## config.mk

```make
export PLATFORM = sky130hd
export DESIGN_NAME = acc_adder_flat
export DESIGN_NICKNAME = d
export VERILOG_FILES = /design/src/rtl/acc_adder_pkg.sv /design/src/rtl/acc_adder_if.sv /design/src/rtl/acc_adder_adder.sv /design/src/rtl/acc_adder.sv /design/src/flat_wrapper.sv
export SDC_FILE = /design/constraint.sdc
export NUM_CORES = 1
export LEC_CHECK = 0
export ABC_AREA = 1
export CAP_MARGIN = 20
export CELL_PAD_IN_SITES_DETAIL_PLACEMENT = 0
export CELL_PAD_IN_SITES_GLOBAL_PLACEMENT = 1
export CORE_ASPECT_RATIO = 1.25
export CORE_MARGIN = 4
export CORE_UTILIZATION = 39
export CTS_CLUSTER_DIAMETER = 200
export DETAILED_ROUTE_END_ITERATION = 6
export HOLD_SLACK_MARGIN = 0.02
export PLACE_DENSITY_LB_ADDON = 0.1
export SETUP_SLACK_MARGIN = 0.4
export SYNTH_ARGS = -nofsm -noshare
export SYNTH_HDL_FRONTEND = slang
export SYNTH_HIERARCHICAL = 1
export SYNTH_SLANG_ARGS = --single-unit
```

## constraint.sdc

```tcl
create_clock -name clk -period 19.3 [get_ports clk]
set_input_delay 1.93 -clock clk [delete_from_list [all_inputs] [get_ports clk]]
set_output_delay 1.93 -clock clk [all_outputs]
set_load 0.01 [all_outputs]
```

## src/rtl/acc_adder_pkg.sv

```systemverilog
// Shared definitions for the packet accumulator: FSM state type and
// adder architecture indices used to select the ADDER implementation.
package acc_adder_pkg;

  localparam int ADDER_RCA   = 32'sd0;
  localparam int ADDER_CLA   = 32'sd1;
  localparam int ADDER_APA   = 32'sd2;
  localparam int ADDER_APAII = 32'sd3;
  localparam int ADDER_ETAI  = 32'sd4;
  localparam int ADDER_LOA   = 32'sd5;
  localparam int ADDER_MA    = 32'sd6;
  localparam int ADDER_TA    = 32'sd7;

  typedef enum logic [1:0] {
    ST_IDLE = 2'd0,
    ST_ACC  = 2'd1,
    ST_DONE = 2'd2
  } acc_state_e;

  // True for architectures whose low NB_APPROX_BITS are computed approximately.
  function automatic logic is_approx(input int adder_type);
    return (adder_type >= ADDER_APA) && (adder_type <= ADDER_TA);
  endfunction

endpackage

```

## src/rtl/acc_adder_if.sv

```systemverilog
// Operand/result handshake bundle of the accumulator; the master drives
// operands and result acceptance, the slave is the accumulator itself.
interface acc_adder_if #(
  parameter int BITWIDTH  = 8,
  parameter int ACC_WIDTH = 16,
  parameter int CNT_WIDTH = 8
);

  logic                 in_valid;
  logic                 in_ready;
  logic [BITWIDTH-1:0]  in_data;
  logic                 in_last;
  logic                 out_valid;
  logic                 out_ready;
  logic [ACC_WIDTH-1:0] out_data;
  logic [CNT_WIDTH-1:0] out_count;
  logic                 out_ovf;

  modport master (
    output in_valid, in_data, in_last, out_ready,
    input  in_ready, out_valid, out_data, out_count, out_ovf
  );

  modport slave (
    input  in_valid, in_data, in_last, out_ready,
    output in_ready, out_valid, out_data, out_count, out_ovf
  );

endinterface

```

## src/rtl/acc_adder_adder.sv

```systemverilog
// Width-parametrised adder: exact ripple/lookahead, or one of several
// approximate schemes on the low NB_APPROX_BITS with an exact upper part.
module acc_adder_adder
  import acc_adder_pkg::*;
#(
  parameter int ADDERTYPE      = 0,
  parameter int SUBADDERTYPE   = 1,
  parameter int BITWIDTH       = 8,
  parameter int NB_APPROX_BITS = 2
) (
  input  logic [BITWIDTH-1:0] a_i,
  input  logic [BITWIDTH-1:0] b_i,
  output logic [BITWIDTH-1:0] sum_o
);

  localparam int K   = is_approx(ADDERTYPE) ? NB_APPROX_BITS : 0;
  localparam int KM1 = (K > 0) ? (K - 1) : 0;
  // Exact architectures pick their own carry scheme; approximate ones defer to SUBADDERTYPE.
  localparam int EXACT_KIND = (ADDERTYPE == ADDER_RCA) ? ADDER_RCA :
                              (ADDERTYPE == ADDER_CLA) ? ADDER_CLA : SUBADDERTYPE;
  localparam logic [BITWIDTH-1:0] LO_MASK = ~({BITWIDTH{1'b1}} << K);

  logic [BITWIDTH-1:0] lo_s;
  logic [BITWIDTH-1:0] hi_s;
  logic                cin_s;
  logic                hit_s;
  logic                carry_s;
  logic                cla_c_s;
  logic                cla_p_s;

  // Approximate low part and the carry it hands to the exact upper part.
  always_comb begin
    lo_s  = '0;
    cin_s = 1'b0;
    hit_s = 1'b0;
    case (ADDERTYPE)
      ADDER_APA: begin
        lo_s = a_i ^ b_i;
      end
      ADDER_APAII: begin
        lo_s  = a_i ^ b_i;
        cin_s = (K > 0) ? (a_i[KM1] & b_i[KM1]) : 1'b0;
      end
      ADDER_ETAI: begin
        for (int i = BITWIDTH - 1; i >= 0; i--) begin
          if (i >= K) begin
            lo_s[i] = 1'b0;
          end else if (hit_s) begin
            lo_s[i] = 1'b1;
          end else if (a_i[i] & b_i[i]) begin
            lo_s[i] = 1'b1;
            hit_s   = 1'b1;
          end else begin
            lo_s[i] = a_i[i] ^ b_i[i];
          end
        end
      end
      ADDER_LOA: begin
        lo_s  = a_i | b_i;
        cin_s = (K > 0) ? (a_i[KM1] & b_i[KM1]) : 1'b0;
      end
      ADDER_MA: begin
        lo_s  = b_i;
        cin_s = (K > 0) ? a_i[KM1] : 1'b0;
      end
      ADDER_TA: begin
        lo_s = '0;
      end
      default: begin
        lo_s = '0;
      end
    endcase
  end

  // Exact part from bit K upward, carries rippled or looked ahead.
  always_comb begin
    hi_s    = '0;
    carry_s = cin_s;
    cla_c_s = 1'b0;
    cla_p_s = 1'b1;
    for (int i = 0; i < BITWIDTH; i++) begin
      if (i < K) begin
        hi_s[i] = 1'b0;
      end else if (EXACT_KIND == ADDER_CLA) begin
        cla_c_s = 1'b0;
        cla_p_s = 1'b1;
        for (int j = i - 1; j >= K; j--) begin
          cla_c_s = cla_c_s | (cla_p_s & a_i[j] & b_i[j]);
          cla_p_s = cla_p_s & (a_i[j] ^ b_i[j]);
        end
        cla_c_s = cla_c_s | (cla_p_s & cin_s);
        hi_s[i] = a_i[i] ^ b_i[i] ^ cla_c_s;
      end else begin
        hi_s[i] = a_i[i] ^ b_i[i] ^ carry_s;
        carry_s = (a_i[i] & b_i[i]) | (carry_s & (a_i[i] ^ b_i[i]));
      end
    end
  end

  assign sum_o = (lo_s & LO_MASK) | (hi_s & ~LO_MASK);

endmodule

```

## src/rtl/acc_adder.sv

```systemverilog
// Packet accumulator: sums operand beats until in_last, then holds the
// result (sum, beat count, sticky overflow) until the consumer takes it.
module acc_adder
  import acc_adder_pkg::*;
#(
  parameter int ADDERTYPE      = 0,
  parameter int SUBADDERTYPE   = 1,
  parameter int BITWIDTH       = 8,
  parameter int ACC_WIDTH      = 16,
  parameter int NB_APPROX_BITS = 2,
  parameter int SIGNED         = 1,
  parameter int SATURATE       = 0,
  parameter int CNT_WIDTH      = 8
) (
  input logic        clk,
  input logic        rst,
  input logic        clr,
  acc_adder_if.slave acc_if
);

  localparam int MSB = ACC_WIDTH - 1;
  localparam logic [ACC_WIDTH-1:0] U_MAX   = {ACC_WIDTH{1'b1}};
  localparam logic [ACC_WIDTH-1:0] S_MAX   = {1'b0, {(ACC_WIDTH-1){1'b1}}};
  localparam logic [ACC_WIDTH-1:0] S_MIN   = {1'b1, {(ACC_WIDTH-1){1'b0}}};
  localparam logic [CNT_WIDTH-1:0] CNT_ONE = {{(CNT_WIDTH-1){1'b0}}, 1'b1};

  acc_state_e           state_q, state_d;
  logic [ACC_WIDTH-1:0] acc_q, acc_d;
  logic [CNT_WIDTH-1:0] cnt_q, cnt_d;
  logic                 ovf_q, ovf_d;
  logic                 sat_q, sat_d;

  logic [ACC_WIDTH-1:0] base_s;
  logic [ACC_WIDTH-1:0] opnd_s;
  logic [ACC_WIDTH-1:0] sum_s;
  logic [ACC_WIDTH-1:0] clamp_s;
  logic [CNT_WIDTH-1:0] cnt_base_s;
  logic                 ovf_base_s;
  logic                 sat_base_s;
  logic                 ovf_s;
  logic                 ready_s;
  logic                 beat_s;

  assign ready_s = !rst && !clr && ((state_q != ST_DONE) || acc_if.out_ready);
  assign beat_s  = acc_if.in_valid && ready_s;

  // Widen the operand to accumulator width.
  always_comb begin
    if (SIGNED != 0) begin
      opnd_s = ACC_WIDTH'($signed(acc_if.in_data));
    end else begin
      opnd_s = ACC_WIDTH'(acc_if.in_data);
    end
  end

  // Only ACC continues a packet; IDLE and DONE start a fresh one from zero.
  always_comb begin
    if (state_q == ST_ACC) begin
      base_s     = acc_q;
      cnt_base_s = cnt_q;
      ovf_base_s = ovf_q;
      sat_base_s = sat_q;
    end else begin
      base_s     = '0;
      cnt_base_s = '0;
      ovf_base_s = 1'b0;
      sat_base_s = 1'b0;
    end
  end

  acc_adder_adder #(
    .ADDERTYPE      (ADDERTYPE),
    .SUBADDERTYPE   (SUBADDERTYPE),
    .BITWIDTH       (ACC_WIDTH),
    .NB_APPROX_BITS (NB_APPROX_BITS)
  ) u_adder (
    .a_i   (base_s),
    .b_i   (opnd_s),
    .sum_o (sum_s)
  );

  // Overflow is judged on the adder output, so approximate sums are checked as produced.
  always_comb begin
    if (SIGNED != 0) begin
      ovf_s   = (base_s[MSB] == opnd_s[MSB]) && (sum_s[MSB] != base_s[MSB]);
      clamp_s = opnd_s[MSB] ? S_MIN : S_MAX;
    end else begin
      ovf_s   = (sum_s < base_s);
      clamp_s = U_MAX;
    end
  end

  // Packet FSM and accumulator update.
  always_comb begin
    state_d = state_q;
    acc_d   = acc_q;
    cnt_d   = cnt_q;
    ovf_d   = ovf_q;
    sat_d   = sat_q;
    if (clr) begin
      state_d = ST_IDLE;
      acc_d   = '0;
      cnt_d   = '0;
      ovf_d   = 1'b0;
      sat_d   = 1'b0;
    end else if (beat_s) begin
      state_d = acc_if.in_last ? ST_DONE : ST_ACC;
      cnt_d   = (&cnt_base_s) ? cnt_base_s : (cnt_base_s + CNT_ONE);
      ovf_d   = ovf_base_s | ovf_s;
      if (sat_base_s) begin
        acc_d = base_s;
        sat_d = 1'b1;
      end else if ((SATURATE != 0) && ovf_s) begin
        acc_d = clamp_s;
        sat_d = 1'b1;
      end else begin
        acc_d = sum_s;
        sat_d = 1'b0;
      end
    end else if ((state_q == ST_DONE) && acc_if.out_ready) begin
      state_d = ST_IDLE;
      acc_d   = '0;
      cnt_d   = '0;
      ovf_d   = 1'b0;
      sat_d   = 1'b0;
    end else begin
      state_d = state_q;
    end
  end

  // State registers with synchronous reset.
  always_ff @(posedge clk) begin
    if (rst) begin
      state_q <= ST_IDLE;
      acc_q   <= '0;
      cnt_q   <= '0;
      ovf_q   <= 1'b0;
      sat_q   <= 1'b0;
    end else begin
      state_q <= state_d;
      acc_q   <= acc_d;
      cnt_q   <= cnt_d;
      ovf_q   <= ovf_d;
      sat_q   <= sat_d;
    end
  end

  assign acc_if.in_ready  = ready_s;
  assign acc_if.out_valid = (state_q == ST_DONE);
  assign acc_if.out_data  = acc_q;
  assign acc_if.out_count = cnt_q;
  assign acc_if.out_ovf   = ovf_q;

endmodule

```

## src/flat_wrapper.sv

```systemverilog
// flat-port wrapper written by rule: the top's interface ports become plain ports
module acc_adder_flat import acc_adder_pkg::*;
#(
  parameter int ADDERTYPE      = 0,
  parameter int SUBADDERTYPE   = 1,
  parameter int BITWIDTH       = 8,
  parameter int ACC_WIDTH      = 16,
  parameter int NB_APPROX_BITS = 2,
  parameter int SIGNED         = 1,
  parameter int SATURATE       = 0,
  parameter int CNT_WIDTH      = 8
)
  (clk, rst, clr, acc_if_in_valid, acc_if_in_data, acc_if_in_last, acc_if_out_ready, acc_if_in_ready, acc_if_out_valid, acc_if_out_data, acc_if_out_count, acc_if_out_ovf);
  acc_adder_if #(.BITWIDTH(BITWIDTH), .ACC_WIDTH(ACC_WIDTH), .CNT_WIDTH(CNT_WIDTH)) acc_if_i ();
  input logic clk;
  input logic rst;
  input logic clr;
  input wire logic [$bits(acc_if_i.in_valid)-1:0] acc_if_in_valid;
  input wire logic [$bits(acc_if_i.in_data)-1:0] acc_if_in_data;
  input wire logic [$bits(acc_if_i.in_last)-1:0] acc_if_in_last;
  input wire logic [$bits(acc_if_i.out_ready)-1:0] acc_if_out_ready;
  output wire logic [$bits(acc_if_i.in_ready)-1:0] acc_if_in_ready;
  output wire logic [$bits(acc_if_i.out_valid)-1:0] acc_if_out_valid;
  output wire logic [$bits(acc_if_i.out_data)-1:0] acc_if_out_data;
  output wire logic [$bits(acc_if_i.out_count)-1:0] acc_if_out_count;
  output wire logic [$bits(acc_if_i.out_ovf)-1:0] acc_if_out_ovf;
  assign acc_if_i.in_valid = acc_if_in_valid;
  assign acc_if_i.in_data = acc_if_in_data;
  assign acc_if_i.in_last = acc_if_in_last;
  assign acc_if_i.out_ready = acc_if_out_ready;
  assign acc_if_in_ready = acc_if_i.in_ready;
  assign acc_if_out_valid = acc_if_i.out_valid;
  assign acc_if_out_data = acc_if_i.out_data;
  assign acc_if_out_count = acc_if_i.out_count;
  assign acc_if_out_ovf = acc_if_i.out_ovf;
  acc_adder #(.ADDERTYPE(ADDERTYPE), .SUBADDERTYPE(SUBADDERTYPE), .BITWIDTH(BITWIDTH), .ACC_WIDTH(ACC_WIDTH), .NB_APPROX_BITS(NB_APPROX_BITS), .SIGNED(SIGNED), .SATURATE(SATURATE), .CNT_WIDTH(CNT_WIDTH)) u_core (.clk(clk), .rst(rst), .clr(clr), .acc_if(acc_if_i));
endmodule
```

# After elaboration in Yosys (flattened, before gate mapping)
# Cells that the tools add are included.
# op_classes
n_eq_ne	5
bitwise_logic	75
mux	17
reduce_logical	11
addsub	1
# op_table
cell	count
16-bit 2-to-1 mux	4
8-bit 2-to-1 mux	4
1-bit XOR	31
1-bit AND	29
1-bit bitwise OR	15
8-bit by 1-bit adder with 8-bit output (second input constant)	1
8-bit AND reduction	1
1-bit 2-to-1 mux	6
2-bit 2-to-1 mux	3
1-bit logical AND	5
2-bit by 1-bit equality test with 1-bit output (second input constant)	1
2-bit equality test (second input constant)	1
1-bit logical NOT	2
2-bit != test (second input constant)	1
2-bit nonzero test	1
2-bit OR reduction	1
1-bit equality test	1
1-bit logical OR	1
1-bit != test	1
# totals
elab_cells	114
out_inout_bits	27
ff_bits	28
inputBits	14

# Longest topological paths before layout
# Gate-level depths: netlist of the first run.
# depth
word_depth	36
depth_mapped	29
ltp_nobuf	28

# Hierarchy
# The synthesis of the first run kept the hierarchy.
# modules_own_cells
module	cells_per_inst	area_per_inst_um2	n_inst
acc_adder	221	1531.5	1
acc_adder_adder	29	349.1	1

# Least setup slack after synthesis of the first run
# No wires, ideal clock.
# synth_path
kind	input to register
from	input acc_if_in_data[0]
to	register u_core.ovf_q (netlist: u_core/acc_if.out_ovf)
t_arrival_ps	8040
required_ps	19228
stages	25
setup_time_ps	72
slack_ps	11188
cell_sequence	ha_1 -> fa_1 -> fa_1 -> fa_1 -> fa_1 -> fa_1 -> fa_1 -> fa_1 -> fa_1 -> inv_1 -> fa_1 -> inv_1 -> fa_1 -> fa_1 -> fa_1 -> fa_1 -> fa_1 -> inv_1 -> nand3_1 -> nand2_1 -> inv_1 -> or2_2 -> o21ai_0 -> nand2_1 -> a21oi_1
# synth_between
elab_chain_len	34
# synth_lines
item	line_no	text
start: declaration	flat_wrapper.sv:19	input wire logic [$bits(acc_if_i.in_data)-1:0] acc_if_in_data;
1-bit AND (2 in series)	acc_adder_adder.sv:95	carry_s = (a_i[i] & b_i[i]) | (carry_s & (a_i[i] ^ b_i[i]));
1-bit bitwise OR	acc_adder_adder.sv:95	
1-bit AND	acc_adder_adder.sv:95	
1-bit bitwise OR	acc_adder_adder.sv:95	
1-bit AND	acc_adder_adder.sv:95	
1-bit bitwise OR	acc_adder_adder.sv:95	
1-bit AND	acc_adder_adder.sv:95	
1-bit bitwise OR	acc_adder_adder.sv:95	
[18 not listed]	n/a	
1-bit AND	acc_adder_adder.sv:95	
1-bit bitwise OR	acc_adder_adder.sv:95	
1-bit XOR	acc_adder_adder.sv:94	hi_s[i] = a_i[i] ^ b_i[i] ^ carry_s;
via u_core.sum_s[15]	acc_adder.sv:35	logic [ACC_WIDTH-1:0] sum_s;
1-bit != test	acc_adder.sv:85	ovf_s = (base_s[MSB] == opnd_s[MSB]) && (sum_s[MSB] != base_s[MSB]);
1-bit logical AND	acc_adder.sv:85	
1-bit bitwise OR	acc_adder.sv:109	ovf_d = ovf_base_s | ovf_s;
1-bit 2-to-1 mux	acc_adder.sv:106	end else if (beat_s) begin
end signal: assignment	acc_adder.sv:143	ovf_q <= ovf_d;
end: declaration	acc_adder.sv:30	logic ovf_q, ovf_d;
# The timed path passes the listed nets, and every way through them passes these cells.
# A chain may end at the register's enable or synchronous reset.

# Worst setup path after layout of the first run
# Same ends and word-level chain as after synthesis.

==> impl_metrics.json, run 1 <==
{
  "worst-setup-path-type": "in2reg",
  "cts_root_buf": "clkbuf_8",
  "numCtsBuffers": 3,
  "synthSimpleGateAreaFrac_pct": 31.6,
  "ir_worst_vdd_mv": 0.0253,
  "cp_slowest_cell": "fa_1",
  "timing.final.hold_violations": 0,
  "grt_max_degree": 27,
  "post-route-period-util_pct": 44.3,
  "clock_latency_ps": 280,
  "synth_top_area_cell": "dfxtp_1",
  "cp.arrival_ps": 8740,
  "critPathMaxStageDelay_ps": 410,
  "final_antenna_net_count": 0,
  "skew_ps": 4.09,
  "ys_seq_elements": 28,
  "viasPerCell": 4.71,
  "outcome": "finished clean",
  "clock_path_buffers": 2,
  "finalSetupTns_ps": 0,
  "r2r_slack_ps": 11840,
  "htree_levels": 1,
  "synth_top_family_by_area": "simple AND/OR/NAND/NOR gates",
  "total_power_mw": 0.110,
  "r2r_start": "u_core/state_q[0]",
  "die-area_sq_um": 6000,
  "first_pass_iters": 4,
  "area_growth_pct": 26.0,
  "max_freq_mhz": 117,
  "crit_cells": 26,
  "synthAdderAreaFrac_pct": 16.2,
  "cts_sinks": 28,
  "period_minus_slack_ps": 8550,
  "grt_remaining_overflow": 0,
  "worstMarginPinSlew_ps": 918,
  "vias": 1638,
  "antenna_found_initial": 0,
  "port_buffers": 40,
  "yosys_warnings": 6,
  "crit_buf_inv": 5,
  "core-area_sq_um": 4690,
  "drive_gt1_share_pct": 14.6,
  "endpoint": "u_core/acc_if.out_ovf",
  "whs_ps": 471,
  "crit_fanout": 2,
  "row_count": 28,
  "cts_tree": "done",
  "synth_area_sq_um": 1880,
  "yosys-top-cells-area": "dfxtp_1, fa_1, nand2_1, inv_1, nor2_1",
  "synth_top_area_share_pct": 29.8,
  "cap_violations": 0,
  "power.density_nw_per_um2": 46.2,
  "crit_top_cell": "fa_1",
  "cts_hold_buf": 0,
  "ys_types": 28,
  "cp_top_family": "adder cells",
  "cp-end-kind": "register",
  "diodes": 0,
  "die_h_microns": 85.6,
  "post_cts_buffers": 0,
  "clk_pin_slew_ps": 100,
  "drc_errors": 0,
  "synth-compound-area-share_pct": 11.7,
  "synthMostInstantiatedCell": "nand2_1",
  "async_flop_share_pct": 0,
  "critPathRequiredTime_ps": 19490,
  "cts_resized": 0,
  "r2r_cells": 27,
  "synthTopCellsByCount": "nand2_1, inv_1, nor2_1",
  "worstSetupStartpoint": "acc_if_in_data[0]",
  "grt_pass1_vias": 1662,
  "netlist_instances": 250,
  "power.leakage_nw": 0.799,
  "setup_viol": 0,
  "initial_core_util_pct": 40.1,
  "ys.flop_type": "dfxtp_1",
  "final_nets": 319,
  "routed_wl_microns": 4350,
  "place_congestion": 0.782,
  "avgSynthCellArea_sq_um": 7.52,
  "drtIter0Drc": 73,
  "rsz0062_at_grt": "no",
  "grt_usage_pct": 15.9,
  "drv_slew": 0,
  "holdCritPathClass": "reg2reg",
  "wl_per_cell_microns": 12.5,
  "rr_endpoint": "u_core/acc_if.out_ovf",
  "synth_edf_count": 0,
  "hold_depth": 2,
  "finish.utilization_pct": 50.5,
  "cp-start-kind": "input port",
  "synth.net_count": 280,
  "max_slew_margin_pct": 38.4,
  "ios": 41,
  "synth_seq_area_share_pct": 29.8,
  "grt_pass1_wl_microns": 7760,
  "die_w_microns": 70.1,
  "synth_xor_area_share_pct": 0,
  "dp_hpwl_microns": 3170,
  "synthMuxAreaShare_pct": 0
}
## worst min path at each step
| stage | start | to |
|---|---|---|
| 6_report | u_core/acc_if.out_ovf | u_core/acc_if.out_ovf |
| 5_1_grt | u_core/acc_if.out_data[1] | u_core/acc_if.out_data[1] |
| 4_1_cts | u_core/acc_if.out_ovf | u_core/acc_if.out_ovf |
| 3_5_place_dp | u_core/acc_if.out_ovf | u_core/acc_if.out_ovf |
| 3_3_place_gp | u_core/acc_if.out_ovf | u_core/acc_if.out_ovf |
| 2_1_floorplan | u_core/state_q[1] | u_core/state_q[1] |
## registers in the layout, indices dropped and copies added (netlist names)
name	count
u_core/acc_if.out_count	8
u_core/state_q	2
u_core/sat_q	1
u_core/acc_if.out_ovf	1
u_core/acc_if.out_data	16
## worst register-to-register path: stages, from the launching register on
cell     delay, ps
dfxtp_1        400
nand2_2        440
nor2_1          90
ha_1           230
fa_1           410
fa_1           400
fa_1           400
fa_1           400
fa_1           390
fa_1           390
fa_1           390
fa_1           360
inv_1           70
fa_1           150
inv_1           50
fa_1           380
fa_1           390
fa_1           390
fa_1           390
fa_1           390
inv_1           60
nand3_1         70
nand2_1         80
inv_1           50
or2_2          260
o21ai_0        160
nand2_1         60
a21oi_1        130
## per-layer routing
layer  vias to the layer above  GRT usage (%)  share of wire, %
li1                        845              -                 -
met1                       754           19.9                44
met2                        33           27.7                52
met3                         6           2.11               3.2
met4                         0           5.92               1.7
met5                         -              0                 0
## where the power goes
group	switching [mW]	internal, mW	total, mW
combinational	0.00770	0.00558	0.0133
sequential	0.000572	0.0583	0.0589
clock	0.0190	0.0183	0.0373
## placed cells by master, fill, tap and decap left out, drive strengths merged
cell type       n
inv            38
nand2          70
dfxtp          28
clkdlybuf4s50  40
a21oi          30
nor2           35
fa             14
clkbuf          4
nand4           3
clkinv          3
or2             2
and3            1
o21ai           5
nand3          12
ha              2
o211ai          1
## layout make-up
cell class / instances / area, sq um
fillers: 496 / 2320
multi-input cells: 175 / 1120
flip-flops and latches: 28 / 561
repair buffers: 40 / 400
inverters: 41 / 159
well taps: 60 / 75.1
clock buffers: 4 / 55.1
## stage by stage
step | setup WS [ps] | instance area [sq um] | cells
3_5_place_dp | 10450 | 2310 | 344
4_1_cts | 10730 | 2370 | 348
5_1_grt | 10380 | 2370 | 348
3_3_place_gp | 10540 | 2310 | 344
6_report | 10750 | 2370 | 348
2_1_floorplan | 11190 | 1880 | 250
## cell families after synthesis
group           count (synthesis)
compound gates                 36
simple gates                  123
fa+ha+maj                      16
buf+inv                        47
flops                          28
No activity file was read; power rests on OpenSTA's default activity.
==> inputs of run 2 (changes only) <==
- CORE_UTILIZATION: 39 -> 33
- clock period: 19.3 -> 7.2 ns (I/O delays scaled with it)
==> run 2 against run 1 <==
Effect of this change:
- sequential power grew to 2.7 times the previous value
- clock power grew to 3.4 times the previous value
- worst hold slack gained 11 ps
- via count grew 0.12%
- first-iteration DRC count grew 4.1%
- sequential share of layout area shrank 0.85 points
- power grew to 3.0 times the previous value
==> impl_metrics.json, run 2 (synthesis gave the netlist of run 1 again) <==
{
  "outcome": "finished clean",
  "row_count": 30,
  "diodes": 0,
  "setup_viol": 0,
  "dp.cells": 351,
  "r2r_start": "u_core/state_q[1]",
  "numCtsBuffers": 3,
  "grt_remaining_overflow": 0,
  "drtIter0Drc": 76,
  "area_growth_pct": 30.7,
  "grt_usage_pct": 13.9,
  "cts_sinks": 28,
  "r2r_slack_ps": 690,
  "core-area_sq_um": 5480,
  "grt_max_degree": 27,
  "initial_core_util_pct": 34.3,
  "cp_top_family": "adder cells",
  "largest_reg_flops": 16,
  "crit_buf_inv": 5,
  "worstMarginPinSlew_ps": 950,
  "r2r_cells": 28,
  "critPathMaxStageDelay_ps": 410,
  "cap_violations": 0,
  "max_freq_mhz": 149,
  "place_congestion": 0.824,
  "rsz0062_at_grt": "yes",
  "viasPerCell": 4.62,
  "max_slew_margin_pct": 36.3,
  "first_pass_iters": 4,
  "antenna_found_initial": 0,
  "whs_endpoint": "u_core/state_q[1]",
  "routed_wl_microns": 4460,
  "cts_root_buf": "clkbuf_8",
  "placed_area_sq_um": 2350,
  "crit_top_cell": "fa_2",
  "cts_hold_buf": 0,
  "holdCritPathClass": "reg2reg",
  "die_h_microns": 92.4,
  "crit_fanout": 2,
  "worst-setup-path-type": "in2reg",
  "vias": 1640,
  "port_buffers": 40,
  "layout_commonest_cell": "nand2_1",
  "cp.arrival_ps": 6900,
  "cp-end-kind": "register",
  "htree_levels": 1,
  "drv_slew": 0,
  "ir_worst_vdd_mv": 0.0655,
  "cp-start-kind": "input port",
  "rr_endpoint": "u_core/acc_if.out_ovf",
  "final_cell_mix": "nand2_1, clkdlybuf4s50_1, inv_1",
  "min_from": "u_core/state_q[1]",
  "stdcell_count": 355,
  "die-area_sq_um": 6980,
  "grt_pass1_wl_microns": 7450,
  "power.leakage_nw": 0.798,
  "timing.final.hold_violations": 0,
  "die_w_microns": 75.5,
  "clk_pin_slew_ps": 100,
  "hold_depth": 2,
  "nFillCells": 573,
  "final_nets": 322,
  "clock_latency_ps": 280,
  "post-route-period-util_pct": 92.9,
  "drc_errors": 0,
  "cp_slowest_cell": "clkdlybuf4s50_1",
  "cts_tree": "done",
  "ios": 41,
  "drive_gt1_share_pct": 21.6,
  "dp_hpwl_microns": 3350,
  "period_minus_slack_ps": 6690,
  "wl_per_cell_microns": 12.6,
  "clock_path_buffers": 2,
  "power.density_nw_per_um2": 132,
  "fin_area_sq_um": 2460,
  "critPathRequiredTime_ps": 7400,
  "final_antenna_net_count": 0,
  "skew_ps": 3.44,
  "grt_pass1_vias": 1572
}
-- run 2: through the flow --
stage	utilization [%]	setup WS, ps	power (mW)	hold WS [ps]	TNS [ps]
after global placement	42.9	-254	0.199	463	-254
after floorplan	-	416	0.181	453	0
final	44.9	508	0.324	481	0
after global routing	44.9	279	0.340	494	0
after detailed placement	42.9	-357	0.199	469	-357
after CTS	44.6	419	0.330	485	0
-- run 2: report_power, final --
group	leakage, nW	internal, mW	switching, mW
registers	0.226	0.156	0.00132
clock network	0.0357	0.0746	0.0539
logic	0.536	0.0159	0.0215
total	0.798	0.247	0.0767
-- run 2: worst max path at each step --
stage,startpoint,endpoint,depth (start not counted)
final,acc_if_in_data[0],u_core/acc_if.out_ovf,26
after global routing,acc_if_in_data[0],u_core/acc_if.out_ovf,26
after CTS,acc_if_in_data[0],u_core/acc_if.out_ovf,26
after detailed placement,acc_if_in_data[0],u_core/acc_if.out_ovf,26
after global placement,acc_if_in_data[0],u_core/acc_if.out_ovf,26
after floorplan,acc_if_in_data[0],u_core/acc_if.out_ovf,25
-- run 2: area by class of cell --
class	count	area, sq um	area share (%)
multi-input cells	175	1160	47.4
flip-flops and latches	28	561	22.8
repair buffers	43	423	17.2
inverters	41	159	6.46
well taps	64	80.1	3.26
clock buffers	3	41.3	1.68
clock inverters	1	30.0	1.22
-- run 2: what timing repair did --
item	CTS	global route
pin swaps	0	2
gates resized for setup	11	5
setup endpoints to repair	1	1
setup buffers	0	0
endpoints found under the hold margin	0	0
-- run 2: worst min-delay path, delay by kind of cell, from the launching register on --
kind / cells / cell delay [ps]
flops: 1 / 330
simple gates: 1 / 60
compound gates: 1 / 50
-- run 2: per-layer routing --
metal | vias to the layer above | global-route usage, % | part of all wire (%)
met4 | 0 | 4.66 | 1.4
met1 | 758 | 17.4 | 44
met3 | 5 | 2.39 | 4.1
met2 | 28 | 23.5 | 51
li1 | 849 | - | -
met5 | - | 0 | 0
==> inputs of run 3 (changes only) <==
- CAP_MARGIN: 20 -> 5
==> results of run 3 <==
The final DEF is identical to that of run 2; final timing and power are the same.
